`src/rtl/cpu_pkg.sv`:
```
// Shared CPU datapath definitions.
// Lane count and lane-index types for the result demultiplexer.
package cpu_pkg;

    localparam int DEMUX_LANES = 4;

    typedef logic [1:0] lane_sel_t;

    typedef enum lane_sel_t {
        LANE0 = 2'd0,
        LANE1 = 2'd1,
        LANE2 = 2'd2,
        LANE3 = 2'd3
    } lane_e;

endpackage

```
`src/rtl/demux_lane.sv`:
```
// One-entry holding register with valid flag for a single demux lane.
// The data register only changes on load, so stale data stays visible.
module demux_lane #(
    parameter int WIDTH = 8
) (
    input  logic             clk,
    input  logic             rst,
    input  logic             load,
    input  logic [WIDTH-1:0] din,
    input  logic             out_ready,
    output logic             valid,
    output logic [WIDTH-1:0] data,
    output logic             free
);

    assign free = ~valid | out_ready;

    always_ff @(posedge clk or negedge rst) begin
        if (!rst) begin
            valid <= 1'b0;
            data  <= '0;
        end else if (load) begin
            valid <= 1'b1;
            data  <= din;
        end else if (out_ready) begin
            valid <= 1'b0;
        end
    end

endmodule

```
`src/rtl/demux4_registered.sv`:
```
// Registered 1-to-4 demux with per-lane valid/ready handshakes.
// Optional broadcast to all lanes under DEMUX4_BCAST_EN.
module demux4_registered
    import cpu_pkg::*;
#(
    parameter int WIDTH = 8
) (
    input  logic                   clk,
    input  logic                   rst,
    input  logic                   in_valid,
    output logic                   in_ready,
    input  logic [1:0]             sel,
    input  logic [WIDTH-1:0]       din,
`ifdef DEMUX4_BCAST_EN
    input  logic                   bcast,
`endif
    output logic [DEMUX_LANES-1:0] out_valid,
    input  logic [DEMUX_LANES-1:0] out_ready,
    output logic [WIDTH-1:0]       out0,
    output logic [WIDTH-1:0]       out1,
    output logic [WIDTH-1:0]       out2,
    output logic [WIDTH-1:0]       out3
);

    logic [DEMUX_LANES-1:0] free;
    logic [DEMUX_LANES-1:0] sel_oh;
    logic [DEMUX_LANES-1:0] load;
    logic [WIDTH-1:0]       lane_data [DEMUX_LANES];
    logic                   accept;

    always_comb begin
        sel_oh = '0;
        unique case (lane_sel_t'(sel))
            LANE0: sel_oh = 4'b0001;
            LANE1: sel_oh = 4'b0010;
            LANE2: sel_oh = 4'b0100;
            LANE3: sel_oh = 4'b1000;
            default: sel_oh = '0;
        endcase
    end

`ifdef DEMUX4_BCAST_EN
    // Broadcast needs every lane free; sel is ignored.
    assign in_ready = bcast ? &free : |(free & sel_oh);
    assign accept   = in_valid & in_ready;
    assign load     = accept ? (bcast ? '1 : sel_oh) : '0;
`else
    assign in_ready = |(free & sel_oh);
    assign accept   = in_valid & in_ready;
    assign load     = accept ? sel_oh : '0;
`endif

    for (genvar i = 0; i < DEMUX_LANES; i++) begin : g_lane
        demux_lane #(
            .WIDTH(WIDTH)
        ) u_lane (
            .clk      (clk),
            .rst      (rst),
            .load     (load[i]),
            .din      (din),
            .out_ready(out_ready[i]),
            .valid    (out_valid[i]),
            .data     (lane_data[i]),
            .free     (free[i])
        );
    end

    assign out0 = lane_data[0];
    assign out1 = lane_data[1];
    assign out2 = lane_data[2];
    assign out3 = lane_data[3];

endmodule

```
`config.mk`:
```
export PLATFORM = sky130hd
export DESIGN_NAME = demux4_registered
export DESIGN_NICKNAME = d
export VERILOG_FILES = /design/src/rtl/cpu_pkg.sv /design/src/rtl/demux_lane.sv /design/src/rtl/demux4_registered.sv
export SDC_FILE = /design/constraint.sdc
export NUM_CORES = 1
export LEC_CHECK = 0
export ABC_CLOCK_PERIOD_IN_PS = 4000
export CAP_MARGIN = 20
export CORE_AREA = 4 4 59 61
export CTS_BUF_LIST = sky130_fd_sc_hd__clkbuf_4 sky130_fd_sc_hd__clkbuf_8
export DETAILED_ROUTE_END_ITERATION = 8
export DIE_AREA = 0 0 63 65
export DONT_BUFFER_PORTS = 1
export SKIP_CTS_REPAIR_TIMING = 1
export SLEW_MARGIN = 20
export SYNTH_ARGS = -nofsm -noshare
export SYNTH_HDL_FRONTEND = slang
export SYNTH_SLANG_ARGS = --single-unit
```
`constraint.sdc`:
```
create_clock -name clk -period 4 [get_ports clk]
set_input_delay 0.4 -clock clk [delete_from_list [all_inputs] [get_ports clk]]
set_output_delay 0.4 -clock clk [all_outputs]
set_load 0.01 [all_outputs]
```
==> results of run 1 <==
[cell usage after synthesis]
library cell	count
nor3b_4	1
o21ai_0	1
nand3b_2	1
nand2_1	5
and3_1	1
buf_2	2
nor2b_1	2
nand3_1	1
mux4_2	1
dfrtp_1	36
mux2_2	32
buf_4	4
nand2b_1	4
[routing by layer]
layer | GRT usage, % | vias to the layer above
met3 | 8.67 | 6
met4 | 5.79 | 0
li1 | - | 315
met2 | 23.3 | 35
met5 | 0 | -
met1 | 15.7 | 372
[worst register-to-register path, cell delays in order, from the launching register on]
cell and delay [ns]:
dfrtp_1 0.43, nand2b_1 0.12, nor2b_1 0.61, mux2_2 0.41
[area by class of cell]
cell class / instances / area (sq um) / share of cell area [%]
well taps: 33 / 41.3 / 2.69
flip-flops and latches: 36 / 901 / 58.6
repair buffers: 2 / 30.0 / 1.95
clock inverters: 2 / 35.0 / 2.28
multi-input cells: 49 / 485 / 31.6
clock buffers: 6 / 45.0 / 2.93
[registers in the layout, summed over array words and instances (netlist names)]
name and cells:
g_lane.u_lane.valid 4, g_lane.u_lane.data 32
[cells by family after synthesis]
| group | share of synthesized area (%) |
|---|---|
| compound gates | 0.351 |
| buf+inv | 2.81 |
| flops | 63.2 |
| mux | 26.8 |
| simple gates | 6.84 |
[power by group through the flow]
stage / Clock (mW) / Combinational, mW / Sequential (mW)
floorplan: 0 / 0.0814 / 0.509
global placement: 0 / 0.0801 / 0.529
detailed placement: 0 / 0.0854 / 0.531
CTS: 0.264 / 0.0854 / 0.523
global route: 0.284 / 0.105 / 0.529
finish: 0.255 / 0.0932 / 0.520
[cell usage in the layout (no fill, tap or decap), drive strengths merged]
cell type | Yosys | final
nand3 | 1 | 1
nor2b | 2 | 2
buf | 6 | 1
clkinv | 0 | 1
dfrtp | 36 | 36
o21ai | 1 | 1
nand3b | 1 | 1
mux4 | 1 | 1
clkbuf | 0 | 6
nand2b | 4 | 4
dlygate4sd3 | 0 | 1
nor3b | 1 | 1
bufinv | 0 | 1
nand2 | 5 | 5
mux2 | 32 | 32
and3 | 1 | 1
[worst paths after layout]
check,startpoint,endpoint,slack (ns),cells past startpoint
max,g_lane[0].u_lane.valid,in_ready,2.21,2
min,sel[1],g_lane[1].u_lane.valid,0.17,1
max reg2reg,g_lane[3].u_lane.valid,g_lane[3].u_lane.data[6],2.33,3
min reg2reg,g_lane[0].u_lane.data[6],g_lane[0].u_lane.data[6],0.59,1
max in group asynchronous,rst,g_lane[2].u_lane.data[5],3.30,2
min in group asynchronous,rst,g_lane[0].u_lane.data[2],0.51,2
[stage by stage]
stage	area, sq um	instances	hold slack (ns)
2_1_floorplan	1430	91	0.104
3_3_place_gp	1430	118	0.105
3_5_place_dp	1430	118	0.105
4_1_cts	1510	126	-0.286
5_1_grt	1540	128	0.135
6_report	1540	128	0.169
==> impl_metrics.env, run 1 <==
export IMPL_status="completed"
export IMPL_synth_area_leaders="dfrtp_1, mux2_2, buf_4, nand2b_1, mux4_2"
export IMPL_maxUsedRoutingLayer="met4"
export IMPL_syn_mean_instance_area_sq_um=15.7
export IMPL_hpwl_um=1920
export IMPL_clockBufferDepth=2
export IMPL_routed_wl_um=2750
export IMPL_yosysSeqAreaShare_pct=63.2
export IMPL_boundaryPins=54
export IMPL_cp_cell_sequence="nand2b_1, mux4_2"
export IMPL_clock_skew_ns=0.0112
export IMPL_areaGrowthSynthToFinish_pct=7.81
export IMPL_synth_nets=108
export IMPL_crit_arrival_ns=1.39
export IMPL_antenna_cells=0
export IMPL_rows=20
export IMPL_critical_path_max_stage_delay_ns=0.52
export IMPL_grt_pass1_vias=824
export IMPL_drt_met1_wl_um=1130
export IMPL_grt_setup_unrepaired="false"
export IMPL_switchingPower_uw=235
export IMPL_start_util_pct=47.9
export IMPL_fill_cells=252
export IMPL_final_core_util_pct=51.6
export IMPL_drtPass1Iterations=2
export IMPL_wl_per_cell_um=21.4
export IMPL_grt_overflow_total=0
export IMPL_track_usage_pct=14.6
export IMPL_dr_wl_met3_um=266
export IMPL_fin_crit_sh_pct=44.6
export IMPL_gp_congestion=0.663
export IMPL_cts_tree="done"
export IMPL_synthCells=91
export IMPL_nets=111
export IMPL_crit_slowest_cell="mux4_2"
export IMPL_pwr_share_seq_pct=59.9
export IMPL_worst_pin_slew_ns=0.737
export IMPL_clk_latency_ns=0.34
export IMPL_setup_ws_ns=2.21
export IMPL_required_ns=3.60
export IMPL_fin_crit_ns=1.79
export IMPL_grt_pass1_wl_um=4340
export IMPL_fmax_mhz=560
export IMPL_path_clk_slew_ns=0.10
export IMPL_vias_per_cell=5.69
export IMPL_syn_area_sq_um=1430
export IMPL_die_area_sq_um=4100
export IMPL_antenna_found_initial=0
export IMPL_power_density_nw_per_um2=564
export IMPL_synth_distinct_cells=13
export IMPL_numCtsBuffers=5
export IMPL_cts_root_buf="clkbuf_4"
export IMPL_total_power_uw=868
export IMPL_ir_drop_uv=264
export IMPL_p_int_uw=633
export IMPL_yosys_area_top_type="dfrtp_1"
export IMPL_grt_max_degree=37
export IMPL_end_kind="output pin"
export IMPL_pwr_share_clk_pct=29.3
export IMPL_comb_power_share_pct=10.7
export IMPL_start_kind="flop"
export IMPL_wl_met2_um=1300
export IMPL_drc=0
export IMPL_portBuffers=0
export IMPL_setup_viol=0
export IMPL_hold_viol_final=0
export IMPL_swShare_pct=27.0
export IMPL_first_iter_violations=25
export IMPL_max_cap_violations=0
export IMPL_hp_class="in -> reg"
export IMPL_slew_headroom_pct=50.8
export IMPL_die_x_um=63
export IMPL_path_max_fanout=3
export IMPL_critical_path_buf_inv_count=0
export IMPL_core_area_sq_um=2980
export IMPL_fin_setup_tns_ns=0
export IMPL_synth_top_area_share_pct=63.2
export IMPL_worstSetupPathType="reg -> out"
export IMPL_drive_gt1_share_pct=46.3
export IMPL_cts_sinks=36
export IMPL_crit_family="multiplexers"
export IMPL_h_tree_depth=2
export IMPL_leakagePower_nw=0.669
export IMPL_die_h_um=65
export IMPL_dp_slack_ns=2.27
export IMPL_synth_seq_cells=36
export IMPL_vias=728
export IMPL_yosys_warnings=0
export IMPL_drv_slew=0
export IMPL_ant_nets=0
No activity file was read; power rests on OpenSTA's default activity.
==> run 2: changes to the inputs <==
--- a/config.mk
+++ b/config.mk
@@ -5,7 +5,7 @@
 export SDC_FILE = /design/constraint.sdc
 export NUM_CORES = 1
 export LEC_CHECK = 0
-export ABC_CLOCK_PERIOD_IN_PS = 4000
+export ABC_CLOCK_PERIOD_IN_PS = 1800
 export CAP_MARGIN = 20
 export CORE_AREA = 4 4 59 61
 export CTS_BUF_LIST = sky130_fd_sc_hd__clkbuf_4 sky130_fd_sc_hd__clkbuf_8
==> constraint.sdc (replaced) <==
create_clock -name clk -period 1.8 [get_ports clk]
set_input_delay 0.18 -clock clk [delete_from_list [all_inputs] [get_ports clk]]
set_output_delay 0.18 -clock clk [all_outputs]
set_load 0.01 [all_outputs]
==> run 2 against run 1 <==
Net effect: via count is 7.6% higher; cell area increased by 4.2%; die area is the same; global-route usage up 0.65 points; utilization increased by 2.2 points; critical path depth unchanged; worst hold slack lost 0.16 ns; clock-buffer cell count fell by 1; sequential share of layout area fell by 2.4 points; first-iteration DRC count fell by 44%; register-to-register slack got worse by 2.1 ns; flip-flop and latch count stayed put.
==> impl_metrics.env, run 2 (synthesis gave the netlist of run 1 again) <==
export IMPL_status="completed"
export IMPL_required_ns=1.62
export IMPL_grt_pass1_wl_um=4470
export IMPL_die_x_um=63
export IMPL_stdcell_area_sq_um=1600
export IMPL_crit_slowest_cell="mux4_2"
export IMPL_hp_class="in -> reg"
export IMPL_first_iter_violations=14
export IMPL_worst_pin_slew_ns=0.509
export IMPL_grt_overflow_total=0
export IMPL_antenna_cells=0
export IMPL_start_kind="flop"
export IMPL_fin_crit_sh_pct=86.4
export IMPL_hp_start="in_valid"
export IMPL_regMostFlops="g_lane.u_lane.data"
export IMPL_h_tree_depth=2
export IMPL_drtPass1Iterations=4
export IMPL_core_area_sq_um=2980
export IMPL_start_util_pct=47.9
export IMPL_path_clk_slew_ns=0.09
export IMPL_areaGrowthSynthToFinish_pct=12.4
export IMPL_numCtsBuffers=5
export IMPL_routed_wl_um=2770
export IMPL_drc=0
export IMPL_slew_headroom_pct=66.1
export IMPL_fmax_mhz=643
export IMPL_clk_latency_ns=0.33
export IMPL_drv_slew=0
export IMPL_clock_skew_ns=0.00280
export IMPL_critical_path_max_stage_delay_ns=0.51
export IMPL_hold_viol_final=0
export IMPL_boundaryPins=54
export IMPL_cts_root_buf="clkbuf_4"
export IMPL_r2r_cells=3
export IMPL_top_regs="g_lane.u_lane.data: 32 flops, g_lane.u_lane.valid: 4 flops"
export IMPL_placed_cell_area_sq_um=1440
export IMPL_leakagePower_nw=0.693
export IMPL_rrSetupSlack_ns=0.25
export IMPL_cts_tree="done"
export IMPL_hold_depth=2
export IMPL_vias_per_cell=5.76
export IMPL_die_h_um=65
export IMPL_fin_crit_ns=1.56
export IMPL_final_common_cell="dfrtp_1"
export IMPL_grt_max_degree=37
export IMPL_clockBufferDepth=2
export IMPL_path_max_fanout=3
export IMPL_wl_per_cell_um=20.4
export IMPL_r2r_end="g_lane[1].u_lane.data[4]"
export IMPL_ant_nets=0
export IMPL_drive_gt1_share_pct=40.8
export IMPL_hpwl_um=1830
export IMPL_end_kind="output pin"
export IMPL_layout_common_cells="dfrtp_1, mux2_2, dlygate4sd3_1"
export IMPL_rows=20
export IMPL_worstSetupPathType="reg -> out"
export IMPL_largest_reg_flops=32
export IMPL_portBuffers=0
export IMPL_ir_drop_uv=504
export IMPL_crit_arrival_ns=1.38
export IMPL_cts_sinks=36
export IMPL_track_usage_pct=15.2
export IMPL_die_area_sq_um=4100
export IMPL_gp_congestion=0.673
export IMPL_antenna_found_initial=0
export IMPL_grt_pass1_vias=816
export IMPL_grt_setup_unrepaired="false"
export IMPL_nets=122
export IMPL_fin_setup_tns_ns=0
export IMPL_vias=783
export IMPL_max_cap_violations=0
export IMPL_r2r_start="g_lane[1].u_lane.valid"
export IMPL_power_density_nw_per_um2=1090
export IMPL_setup_viol=0
export IMPL_cp_cell_sequence="nand2b_1, mux4_2"
export IMPL_worst_hold_path_endpoint="g_lane[3].u_lane.valid"
==> run 2: how the worst max path moves through the flow <==
stage	start	endpoint	slack, ns	depth (start not counted)
floorplan	g_lane[1].u_lane.valid	g_lane[1].u_lane.data[0]	0.53	3
global placement	g_lane[1].u_lane.valid	g_lane[1].u_lane.data[3]	0.24	3
detailed placement	g_lane[1].u_lane.valid	g_lane[1].u_lane.data[4]	0.24	3
CTS	g_lane[0].u_lane.valid	in_ready	0.21	2
global route	g_lane[0].u_lane.valid	in_ready	0.17	2
finish	g_lane[0].u_lane.valid	in_ready	0.24	2
==> run 2: stage by stage <==
stage	total power, mW	utilization, %	setup slack (ns)	std cells	hold WS, ns
after detailed placement	1.37	48.2	0.244	119	-0.115
final	1.75	53.8	0.244	136	0.0123
after CTS	1.74	49.5	0.215	124	-0.492
after floorplan	1.31	-	0.529	91	-0.116
after global routing	1.87	53.8	0.165	136	0.00125
after global placement	1.35	48.2	0.240	119	-0.115
==> run 2: area by class of cell <==
class	count	area, sq um
Clock buffer	5	37.5
Fill cell	250	1380
Multi-Input combinational cell	49	485
Sequential cell	36	901
Tap cell	33	41.3
Timing Repair Buffer	13	138
==> run 2: layer usage <==
layer	track usage [%]	routed length [um]	vias to the layer above
met5	0	0	-
met4	7.44	30	0
met3	9.19	289	4
met2	23.6	1320	46
met1	16.5	1130	394
li1	-	-	339
==> run 2: worst max-delay path, delay by kind of cell, from the launching register on <==
kind	cells	cell delay (ns)
DFF	1	0.41
muxes	1	0.51
and+or+nand+nor	1	0.13
==> run 2: power breakdown <==
group / switching (mW) / internal (mW)
Clock: 0.232 / 0.130
Sequential: 0.187 / 0.968
Combinational: 0.0815 / 0.149
Total: 0.501 / 1.25
==> run 3: changes to the inputs <==
--- a/config.mk
+++ b/config.mk
@@ -7,13 +7,14 @@
 export LEC_CHECK = 0
 export ABC_CLOCK_PERIOD_IN_PS = 1800
 export CAP_MARGIN = 20
-export CORE_AREA = 4 4 59 61
+export CORE_AREA = 4 4 61 63
 export CTS_BUF_LIST = sky130_fd_sc_hd__clkbuf_4 sky130_fd_sc_hd__clkbuf_8
 export DETAILED_ROUTE_END_ITERATION = 8
-export DIE_AREA = 0 0 63 65
+export DIE_AREA = 0 0 65 67
 export DONT_BUFFER_PORTS = 1
 export SKIP_CTS_REPAIR_TIMING = 1
 export SLEW_MARGIN = 20
 export SYNTH_ARGS = -nofsm -noshare
 export SYNTH_HDL_FRONTEND = slang
+export SYNTH_HIERARCHICAL = 1
 export SYNTH_SLANG_ARGS = --single-unit
==> run 3 against run 2 <==
Net effect: combinational power is 36% higher; routed wire length is 3.9% higher; largest power group unchanged; flip-flop and latch count stayed put; sequential share of layout area is 3.9 points lower; first-iteration DRC count grew to 3.1 times the previous value; power is 9.0% higher; utilization is 0.51 points lower; worst hold slack better by 0.036 ns; critical path type unchanged; die area is 6.3% higher.
==> impl_metrics.env, run 3 <==
export IMPL_vias_per_cell=5.17
export IMPL_drtPass1Iterations=3
export IMPL_ir_drop_uv=593
export IMPL_syn_mean_instance_area_sq_um=18.2
export IMPL_slew_headroom_pct=73.1
export IMPL_grt_max_degree=37
export IMPL_multi_input_area_sq_um=598
export IMPL_start_kind="flop"
export IMPL_yosys_warnings=6
export IMPL_areaGrowthSynthToFinish_pct=11.6
export IMPL_drive_gt1_share_pct=46.5
export IMPL_fin_setup_tns_ns=0
export IMPL_first_iter_violations=43
export IMPL_final_common_cell="dfrtp_1"
export IMPL_worstSetupPathType="reg -> out"
export IMPL_antenna_cells=0
export IMPL_largest_reg_flops=32
export IMPL_synth_top_area_share_pct=58.3
export IMPL_synthCells=85
export IMPL_setup_viol=0
export IMPL_synth_area_leaders="dfrtp_1, mux2_4, nand2b_1, buf_6, and4b_2"
export IMPL_yosys_area_top_type="dfrtp_1"
export IMPL_die_h_um=67
export IMPL_fin_crit_sh_pct=86.9
export IMPL_end_kind="output pin"
export IMPL_leakagePower_nw=0.789
export IMPL_gp_congestion=0.674
export IMPL_core_area_sq_um=3230
export IMPL_grt_pass1_vias=783
export IMPL_drc=0
export IMPL_numCtsBuffers=5
export IMPL_path_clk_slew_ns=0.11
export IMPL_final_cells=145
export IMPL_rrSetupSlack_ns=0.27
export IMPL_die_area_sq_um=4360
export IMPL_grt_overflow_total=0
export IMPL_max_cap_violations=0
export IMPL_antenna_found_initial=0
export IMPL_layout_common_cells="dfrtp_1, mux2_4, dlygate4sd3_1"
export IMPL_fin_crit_ns=1.56
export IMPL_worst_pin_slew_ns=0.403
export IMPL_fill_cells=292
export IMPL_regMostFlops="g_lane.u_lane/data"
export IMPL_syn_area_sq_um=1540
export IMPL_synthTopCellsByCount="dfrtp_1, mux2_4, nand2b_1"
export IMPL_required_ns=1.62
export IMPL_vias=749
export IMPL_cts_tree="done"
export IMPL_stdcell_area_sq_um=1720
export IMPL_clk_latency_ns=0.34
export IMPL_track_usage_pct=14.6
export IMPL_synth_distinct_cells=8
export IMPL_synth_seq_cells=36
export IMPL_clock_skew_ns=0.00795
export IMPL_crit_arrival_ns=1.38
export IMPL_r2r_end="g_lane[0].u_lane/data[5]"
export IMPL_synth_most_common_cell="dfrtp_1"
export IMPL_grt_setup_unrepaired="false"
export IMPL_nets=115
export IMPL_boundaryPins=54
export IMPL_wl_per_cell_um=19.8
export IMPL_routed_wl_um=2880
export IMPL_register_area_sq_um=901
export IMPL_cp_cell_sequence="nand2b_1, mux4_2"
export IMPL_grt_pass1_wl_um=4490
export IMPL_synthArstFlopShare_pct=100
export IMPL_cp_startpoint="g_lane[0].u_lane/valid"
export IMPL_dp_cells=127
export IMPL_hold_viol_final=0
export IMPL_synth_ff_type="dfrtp_1"
export IMPL_path_max_fanout=3
export IMPL_yosysSeqAreaShare_pct=58.3
export IMPL_die_x_um=65
export IMPL_synth_nets=102
export IMPL_hp_class="in -> reg"
export IMPL_drv_slew=0
export IMPL_critical_path_max_stage_delay_ns=0.52
export IMPL_cts_root_buf="clkbuf_4"
export IMPL_synth_edf_count=0
export IMPL_rows=21
export IMPL_status="completed"
export IMPL_crit_slowest_cell="mux4_2"
export IMPL_portBuffers=0
export IMPL_h_tree_depth=2
export IMPL_power_density_nw_per_um2=1110
export IMPL_start_util_pct=47.8
export IMPL_cts_sinks=36
export IMPL_top_regs="g_lane.u_lane/data: 32 flops, g_lane.u_lane/valid: 4 flops"
export IMPL_r2r_start="g_lane[0].u_lane/valid"
export IMPL_final_core_util_pct=53.3
export IMPL_crit_end="in_ready"
export IMPL_placed_cell_area_sq_um=1560
export IMPL_r2r_cells=3
export IMPL_hold_ws_ns=0.0487
export IMPL_ant_nets=0
export IMPL_clockBufferDepth=2
export IMPL_fmax_mhz=639
run 3: worst max-delay path: cells and delay by family (launching register included):
kind          cells  cell delay, ns
flops             1            0.41
simple gates      1            0.12
mux               1            0.52
run 3: layer usage:
layer	part of all wire (%)	GRT usage (%)
met1	43	16.9
met2	46	20.9
met3	8.9	9.78
met4	1.3	6.33
met5	0	0
run 3: cells by family after synthesis:
family,after synthesis,synth area share [%]
simple gates,12,6.16
mux,33,32.6
buf+inv,4,2.92
flops,36,58.3
run 3: power breakdown:
part	internal [mW]	switching (mW)	leakage, nW	total, mW
sequential	0.966	0.198	0.432	1.16
clock	0.150	0.277	0.0349	0.427
combinational	0.229	0.0851	0.322	0.314
total	1.35	0.559	0.789	1.91
run 3: final cells by class:
class	count	area share [%]
Clock inverter	3	1.09
Clock buffer	5	2.18
Timing Repair Buffer	10	6.39
Tap cell	46	3.34
Multi-Input combinational cell	45	34.7
Sequential cell	36	52.3
run 3: metrics by stage:
step                worst slack [ns]  power (mW)
floorplan                      0.514        1.40
global placement               0.307        1.45
detailed placement             0.263        1.46
CTS                            0.209        1.89
global route                   0.142        2.01
finish                         0.235        1.91
run 3: how the worst min path moves through the flow:
stage | from | to | slack [ns] | cells past startpoint
final | out_ready[2] | g_lane[2].u_lane/valid | 0.05 | 2
after global routing | out_ready[2] | g_lane[2].u_lane/valid | 0.03 | 2
after CTS | rst | g_lane[1].u_lane/data[6] | -0.50 | 0
after detailed placement | rst | g_lane[1].u_lane/data[0] | -0.11 | 0
after global placement | rst | g_lane[1].u_lane/data[0] | -0.11 | 0
after floorplan | rst | g_lane[0].u_lane/data[0] | -0.12 | 0
